[src/rtl/viterbi_pkg.sv]
// Shared definitions for the Viterbi decoder blocks.
// Holds the default code parameters, the FSM state type used by the
// traceback engine, and a helper for sizing the survivor time index.
package viterbi_pkg;

  localparam int K_DEF = 3;
  localparam int M_DEF = K_DEF - 1;
  localparam int D_DEF = 6;

  // Width of an index into D survivor rows; never narrower than one bit.
  function automatic int time_w(input int d);
    return (d > 1) ? $clog2(d) : 1;
  endfunction

  typedef enum logic {
    FSM_IDLE = 1'b0,
    FSM_BUSY = 1'b1
  } fsm_e;

endpackage

[src/rtl/tb_mod_dec.sv]
// Modulo-D decrement of the survivor time index.
// Ports:
//   value - current time index, 0..D-1
//   dec   - (value == 0) ? D-1 : value-1
module tb_mod_dec #(
  parameter int D = 6,
  parameter int W = 3
) (
  input  logic [W-1:0] value,
  output logic [W-1:0] dec
);

  // D need not be a power of two, so zero wraps explicitly to D-1
  // instead of relying on the natural 2^W underflow.
  assign dec = (value == '0) ? W'(D - 1) : value - 1'b1;

endmodule

[src/rtl/traceback_v2_unit.sv]
// Serial traceback engine for a Viterbi decoder.
// Each accepted start walks the external survivor memory backwards from
// (start_time, start_state), one row per clock, for D rows, and emits the
// survivor bit read at the oldest row as the decoded bit.
// Ports:
//   clk, rst                 - clock, synchronous active-high reset
//   start                    - one-cycle traceback request (ignored while busy)
//   start_time, start_state  - newest row and starting state
//   force_state0             - begin from state 0 regardless of start_state
//   tb_time, tb_state        - survivor memory read address (registered)
//   tb_surv_bit              - combinational read data for that address
//   busy                     - traceback in progress
//   dec_bit_valid, dec_bit   - one-cycle result pulse and the held result
module traceback_v2_unit
  import viterbi_pkg::*;
#(
  parameter int K = K_DEF,
  parameter int M = K - 1,
  parameter int D = D_DEF,
  localparam int TIME_W = time_w(D)
) (
  input  logic              clk,
  input  logic              rst,
  input  logic              start,
  input  logic [TIME_W-1:0] start_time,
  input  logic [M-1:0]      start_state,
  input  logic              force_state0,
  output logic [TIME_W-1:0] tb_time,
  output logic [M-1:0]      tb_state,
  input  logic              tb_surv_bit,
  output logic              busy,
  output logic              dec_bit_valid,
  output logic              dec_bit
);

  fsm_e              fsm_q;
  logic [TIME_W-1:0] step_cnt;
  logic [TIME_W-1:0] prev_time;
  logic [M-1:0]      shifted_state;

  tb_mod_dec #(
    .D(D),
    .W(TIME_W)
  ) u_dec (
    .value(tb_time),
    .dec  (prev_time)
  );

  // Predecessor state: the survivor bit shifts in at the LSB; a
  // single-bit state is simply replaced by it.
  generate
    if (M == 1) begin : g_state_m1
      assign shifted_state = tb_surv_bit;
    end else begin : g_state_mn
      assign shifted_state = {tb_state[M-2:0], tb_surv_bit};
    end
  endgenerate

  // Control FSM with step counter. The read at count D-1 is the oldest
  // row, so its survivor bit is the result rather than another step.
  always_ff @(posedge clk) begin
    if (rst) begin
      fsm_q         <= FSM_IDLE;
      busy          <= 1'b0;
      dec_bit_valid <= 1'b0;
      dec_bit       <= 1'b0;
      tb_time       <= '0;
      tb_state      <= '0;
      step_cnt      <= '0;
    end else begin
      dec_bit_valid <= 1'b0;
      case (fsm_q)
        FSM_IDLE: begin
          if (start) begin
            tb_time  <= start_time;
            tb_state <= force_state0 ? '0 : start_state;
            step_cnt <= '0;
            busy     <= 1'b1;
            fsm_q    <= FSM_BUSY;
          end
        end
        FSM_BUSY: begin
          if (step_cnt == TIME_W'(D - 1)) begin
            dec_bit       <= tb_surv_bit;
            dec_bit_valid <= 1'b1;
            busy          <= 1'b0;
            fsm_q         <= FSM_IDLE;
          end else begin
            tb_state <= shifted_state;
            tb_time  <= prev_time;
            step_cnt <= step_cnt + 1'b1;
          end
        end
        default: begin
          fsm_q <= FSM_IDLE;
          busy  <= 1'b0;
        end
      endcase
    end
  end

endmodule

[config.mk]
export PLATFORM = sky130hd
export DESIGN_NAME = traceback_v2_unit
export DESIGN_NICKNAME = d
export VERILOG_FILES = /design/src/rtl/viterbi_pkg.sv /design/src/rtl/tb_mod_dec.sv /design/src/rtl/traceback_v2_unit.sv
export SDC_FILE = /design/constraint.sdc
export NUM_CORES = 1
export LEC_CHECK = 0
export CAP_MARGIN = 20
export CORE_MARGIN = 1.5
export CORE_UTILIZATION = 27
export DETAILED_ROUTE_END_ITERATION = 12
export GPL_TIMING_DRIVEN = 0
export PLACE_DENSITY_LB_ADDON = 0.15
export SKIP_CTS_REPAIR_TIMING = 1
export SYNTH_ARGS = -nofsm -noshare
export SYNTH_HDL_FRONTEND = slang
export SYNTH_HIERARCHICAL = 1
export SYNTH_SLANG_ARGS = --single-unit
export TNS_END_PERCENT = 1
[constraint.sdc]
create_clock -name clk -period 1.5 [get_ports clk]
set_input_delay 0.225 -clock clk [delete_from_list [all_inputs] [get_ports clk]]
set_output_delay 0.225 -clock clk [all_outputs]
set_load 0.01 [all_outputs]
==> summary.txt, run 1 <==
Route
  – Detail Route Antenna Nets: 0
  – Initial DRC count: 1
  – Drt total wl: 1270 microns
  – Via count: 528
  – Routed wire per std cell: 11.6 microns
  – Via-to-Cell Ratio: 4.84
  – 1st-pass router iterations: 2
  – DRC Markers: 0

Setup path
  – Crit-path max cell delay: 0.55 ns
  – Critical path destination: tb_time[0]
  – Crit. path cell count: 1
  – RR Startpoint: step_cnt[1]
  – Cell count of the worst reg-to-reg path: 5
  – Critical Path RT: 1.27 ns
  – R2r setup slk: 0.14 ns
  – CP Cell Sequence: clkdlybuf4s50_1
  – Crit-path max FO: 5
  – CP Class: reg2out
  – Critical path buffer and inverter count: 1
  – Crit path max-delay cell type: clkdlybuf4s50_1
  – Endpoint class of the critical path: output port
  – Worst setup startpoint: tb_time[0]
  – Crit path max-delay family: buffers and inverters
  – Reg2Reg Capture Point: step_cnt[1]
  – Startpoint types: flip-flop
  – Crit path DAT: 1.20 ns

Finish
  – Final net count: 97
  – Area of the multi-input gates: 317 sq um
  – Share of layout cells above drive strength 1: 9.76%
  – Area taken by flip-flops and latches: 240 sq um
  – Non-filler cells, final: 109
  – Layout area overhead: 39.1%
  – Antenna fix cells: 0
  – Most frequent cells in the layout: clkdlybuf4s50_1 (17), dfxtp_1 (12), nor3_1 (6), a21oi_1 (6)
  – FILL cells: 208
  – Commonest non-fill, non-tap cell in the layout: clkdlybuf4s50_1

Power
  – VDD IR max: 468 uV
  – Cell Pwr Density: 885 mW/mm^2
  – Leakage: 0.312 nW

Timing
  – Slew headroom: 66.7%
  – Slew of the pin with the lowest slew margin: 0.500 ns
  – Final hold vios: 0
  – Fin crit period: 1.42 ns
  – Hold slack: 0.479 ns
  – Setup TNS Final: 0 ns
  – Fin crit share: 94.9%
  – Final setup fails: 0
  – Max-slew violations: 0
  – Clk_skew: 0.000490 ns
  – RSZ-0062 raised after global routing: no
  – Fmax: 702 MHz

GRT
  – Initial antenna violation count: 0
  – Global route hottest layer: met2
  – Met2 global-route usage: 20.3%
  – First-pass GRT wire length: 2140 microns
  – Vias in the first global route: 511
  – Total grt overflow: 0
  – GR Util met3: 3.68%
  – Largest net degree at the start of global routing: 11
  – GR Layer Usage met1: 13.6%
  – GRT Util Overall: 11.6%

Logic synthesis
  – Cell Area, Synth: 579 sq um
  – Avg Cell Area, Syn: 9.34 sq um
  – Netlist cell types: 25
  – Post-synth top area cell: dfxtp_1
  – Asr flop ratio synth: 0%
  – Seq cells post-synth: 12
  – Mapped Nets: 75
  – Sequential share of the synthesized area: 41.5%
  – Yosys warns: 6
  – Ys flop type: dfxtp_1
  – Cells after Synth: 62
  – Yosys top cell area share: 41.5%
  – Synth top area cells: dfxtp_1 (41%), ha_1 (6.5%), a21oi_1 (5.2%)
  – Number of synthesized flops with an enable pin: 0

Floorplan
  – Die width: 49.3 microns
  – Die Y: 49.3 microns
  – Core area: 0.00198 sq mm
  – Die Area: 0.00243 sq mm
  – Initial Util: 29.2%
  – # rows: 16
  – IO Count: 18

Min path
  – Hold crit path type: reg2reg
  – Hold depth: 2

Clock network
  – H-tree lvl count: 1
  – CTS Sinks: 12
  – CTS root buffer: clkbuf_4
  – Clk buf depth: 2
  – Clock-pin slew on the worst setup and hold paths: 0.07 ns
  – CTS tree: yes
  – Worst-skew pair later-pin latency: 0.26 ns
  – CTS Buf Count: 3

Placement
  – Final HPWL DP: 939 microns
  – GP Congestion: 0.718
  – Port bufs: 17
  – Post-Place Cells: 106

Run
  – Max cap viols: 0

Outcome
  – Outcome: complete, no violations
## registers in the layout, indices dropped and copies added (netlist names)
name and flops:
busy 1, dec_bit 1, dec_bit_valid 1, fsm_q 1
step_cnt 3, tb_state 2, tb_time 3
## Yosys cell counts, types with 2 or more instances
library cell	instances
dfxtp_1	12
a21oi_1	6
nor3_1	6
nand3_1	4
nor2_1	4
a221oi_1	3
ha_1	3
inv_1	3
nand2b_1	3
a22oi_1	2
nor2b_1	2
## where the power goes
group,switching [mW],leakage [nW],internal (mW),total (mW)
Clock,0.0942,0.0138,0.0926,0.187
Sequential,0.0170,0.0985,0.339,0.356
Combinational,0.0759,0.200,0.0941,0.170
## cells by family (layout without fill, tap and decap cells)
family / after synthesis / after routing / share of synthesized area, %
AND/OR/NAND/NOR: 26 / 26 / 26.1
AO/OA/AOI/OAI: 15 / 15 / 20.3
flip-flops: 12 / 12 / 41.5
buffers and inverters: 5 / 25 / 3.89
adder cells (fa/ha/maj): 3 / 3 / 6.48
multiplexers: 1 / 1 / 1.73
## per-stage QoR
stage | area [sq um] | util, % | setup slack, ns | total power [mW]
final | 806 | 40.7 | 0.0764 | 0.713
after global routing | 806 | 40.7 | 0.000731 | 0.768
after CTS | 806 | 40.7 | 0.0530 | 0.732
after detailed placement | 783 | 39.5 | 0.0455 | 0.536
after global placement | 783 | 39.5 | 0.0553 | 0.536
after floorplan | 579 | - | 0.230 | 0.459
## worst min-delay path by stage
stage                start           to  slack (ns)
2_1_floorplan          rst  step_cnt[2]        0.30
3_3_place_gp   tb_state[1]  tb_state[1]        0.46
3_5_place_dp   tb_state[1]  tb_state[1]        0.46
4_1_cts        tb_state[1]  tb_state[1]        0.49
5_1_grt        tb_state[0]  tb_state[0]        0.52
6_report       tb_state[1]  tb_state[1]        0.48
## cell type report
type	count	area share (%)
well taps	27	4.19
repair buffers	17	21.1
clock buffers	3	2.80
inverters	3	1.40
flip-flops and latches	12	29.8
multi-input cells	45	39.3
plain buffers	2	1.40
## metal layers
layer  up-vias  part of all wire (%)
li1        271                     -
met2        11                    49
met5         -                     0
met4         0                     0
met1       246                    47
met3         0                   3.4
(Power assumes the default switching activity.)
==> run 2, diff against run 1 <==
--- a/config.mk
+++ b/config.mk
@@ -8,6 +8,7 @@
 export CAP_MARGIN = 20
 export CORE_MARGIN = 1.5
 export CORE_UTILIZATION = 27
+export CTS_CLUSTER_SIZE = 10
 export DETAILED_ROUTE_END_ITERATION = 12
 export GPL_TIMING_DRIVEN = 0
 export PLACE_DENSITY_LB_ADDON = 0.15
==> results of run 2 <==
The final DEF is identical to that of run 1; final timing and power are the same.
==> run 3, diff against run 2 <==
--- a/config.mk
+++ b/config.mk
@@ -6,6 +6,8 @@
 export NUM_CORES = 1
 export LEC_CHECK = 0
 export CAP_MARGIN = 20
+export CELL_PAD_IN_SITES_DETAIL_PLACEMENT = 0
+export CELL_PAD_IN_SITES_GLOBAL_PLACEMENT = 1
 export CORE_MARGIN = 1.5
 export CORE_UTILIZATION = 27
 export CTS_CLUSTER_SIZE = 10
==> run 3 against run 2 <==
Effect of this change: register-to-register slack lost 0.03 ns; critical path depth unchanged; design area grew 1.1%; combinational power grew 4%; highest routed layer is now met4; wire length rose by 11%; first-iteration DRC count increased to 7.0 times the previous value.
==> summary.txt, run 3 (synthesis results as in run 1) <==
Outcome
  – Outcome: complete, no violations

Setup path
  – CP Cell Sequence: clkdlybuf4s50_1
  – Crit path max-delay cell type: clkdlybuf4s50_1
  – Crit-path max cell delay: 0.55 ns
  – Startpoint types: flip-flop
  – Critical Path RT: 1.27 ns
  – CP Class: reg2out
  – Critical path buffer and inverter count: 1
  – Crit path max-delay family: buffers and inverters
  – Crit path DAT: 1.21 ns
  – Endpoint class of the critical path: output port
  – Crit-path max FO: 4

Finish
  – Antenna fix cells: 0
  – Biggest regs: step_cnt: 3 flops, tb_time: 3 flops, tb_state: 2 flops
  – Commonest non-fill, non-tap cell in the layout: clkdlybuf4s50_1
  – Finished Core Util: 41.1%
  – Most frequent cells in the layout: clkdlybuf4s50_1 (17), dfxtp_1 (11), nor3_1 (6), a21oi_1 (6)
  – Final net count: 97
  – Layout area overhead: 40.6%
  – Share of layout cells above drive strength 1: 11.0%
  – FILL cells: 210

Timing
  – RSZ-0062 raised after global routing: no
  – Fmax: 697 MHz
  – Final hold vios: 0
  – Fin crit period: 1.44 ns
  – Setup TNS Final: 0 ns
  – Fin crit share: 95.7%
  – Max-slew violations: 0
  – Slew of the pin with the lowest slew margin: 0.481 ns
  – Clk_skew: 0.00520 ns
  – Final setup fails: 0
  – Slew headroom: 67.9%
  – Hold slack: 0.464 ns

Power
  – Leakage: 0.315 nW
  – Cell Pwr Density: 905 mW/mm^2
  – Net Switching: 0.207 mW
  – Share of power burned in registers: 48.6%
  – Tot Pwr: 0.737 mW
  – VDD IR max: 661 uV
  – Sw Ratio: 28.1%
  – P_int: 0.530 mW
  – Clock network power share: 27.5%
  – Gate power share: 23.9%

Clock network
  – Clk buf depth: 2
  – CTS root buffer: clkbuf_4
  – Worst-skew pair later-pin latency: 0.27 ns
  – H-tree lvl count: 1
  – CTS Buf Count: 3
  – CTS tree: yes
  – Clock-pin slew on the worst setup and hold paths: 0.08 ns
  – CTS Sinks: 12

Placement
  – Final HPWL DP: 960 microns
  – Port bufs: 17
  – GP Congestion: 0.731

Floorplan
  – Core area: 0.00198 sq mm
  – # rows: 16
  – IO Count: 18
  – Die width: 49.3 microns
  – Die Area: 0.00243 sq mm
  – Die Y: 49.3 microns
  – Initial Util: 29.2%

Route
  – 1st-pass router iterations: 3
  – Via count: 541
  – DRC Markers: 0
  – Detail Route Antenna Nets: 0
  – Via-to-Cell Ratio: 4.96
  – Drt total wl: 1410 microns
  – Routed wire per std cell: 12.9 microns
  – Initial DRC count: 7

GRT
  – First-pass GRT wire length: 2410 microns
  – GRT Util Overall: 13.4%
  – Initial antenna violation count: 0
  – Largest net degree at the start of global routing: 11
  – Total grt overflow: 0
  – Vias in the first global route: 509

Run
  – Max cap viols: 0

Min path
  – Hold crit path type: reg2reg
run 3: cell counts in the layout (fill, tap and decap cells not counted):
No cell type changed its count.
run 3: power by group through the flow:
| stage | clock, mW | sequential (mW) | combinational (mW) |
|---|---|---|---|
| 6_report | 0.203 | 0.358 | 0.176 |
| 5_1_grt | 0.233 | 0.362 | 0.194 |
| 4_1_cts | 0.214 | 0.357 | 0.174 |
| 3_5_place_dp | 0 | 0.365 | 0.173 |
| 3_3_place_gp | 0 | 0.364 | 0.172 |
| 2_1_floorplan | 0 | 0.369 | 0.0900 |
run 3: path summary, 6_finish.rpt:
check	from	cells past startpoint	slack, ns	end
setup / recovery	tb_time[1]	1	0.06	tb_time[1]
hold / removal	tb_state[1]	2	0.46	tb_state[1]
setup reg to reg	step_cnt[1]	5	0.11	step_cnt[1]
hold reg to reg	tb_state[1]	2	0.46	tb_state[1]
run 3: cell type report:
class	count	area (sq um)	share of cell area [%]
buffer	2	11.3	1.38
clock buffer	3	22.5	2.76
multi-input combinational	45	324	39.8
tap	27	33.8	4.15
timing repair buffer	17	170	20.9
inverter	3	11.3	1.38
sequential	12	241	29.6
run 3: stage by stage:
stage                     cell area (sq um)  std cells  worst slack (ns)
after CTS                               806        109            0.0288
after global placement                  783        106            0.0601
final                                   815        109            0.0643
after floorplan                         579         62             0.230
after global routing                    815        109            0.0116
after detailed placement                783        106            0.0351
run 3: routing by layer:
metal,up-vias,GRT usage [%],wire [microns]
li1,269,-,-
met1,256,15.7,629
met2,14,22.1,689
met3,2,6.13,77
met4,0,2.86,14
met5,-,0,0
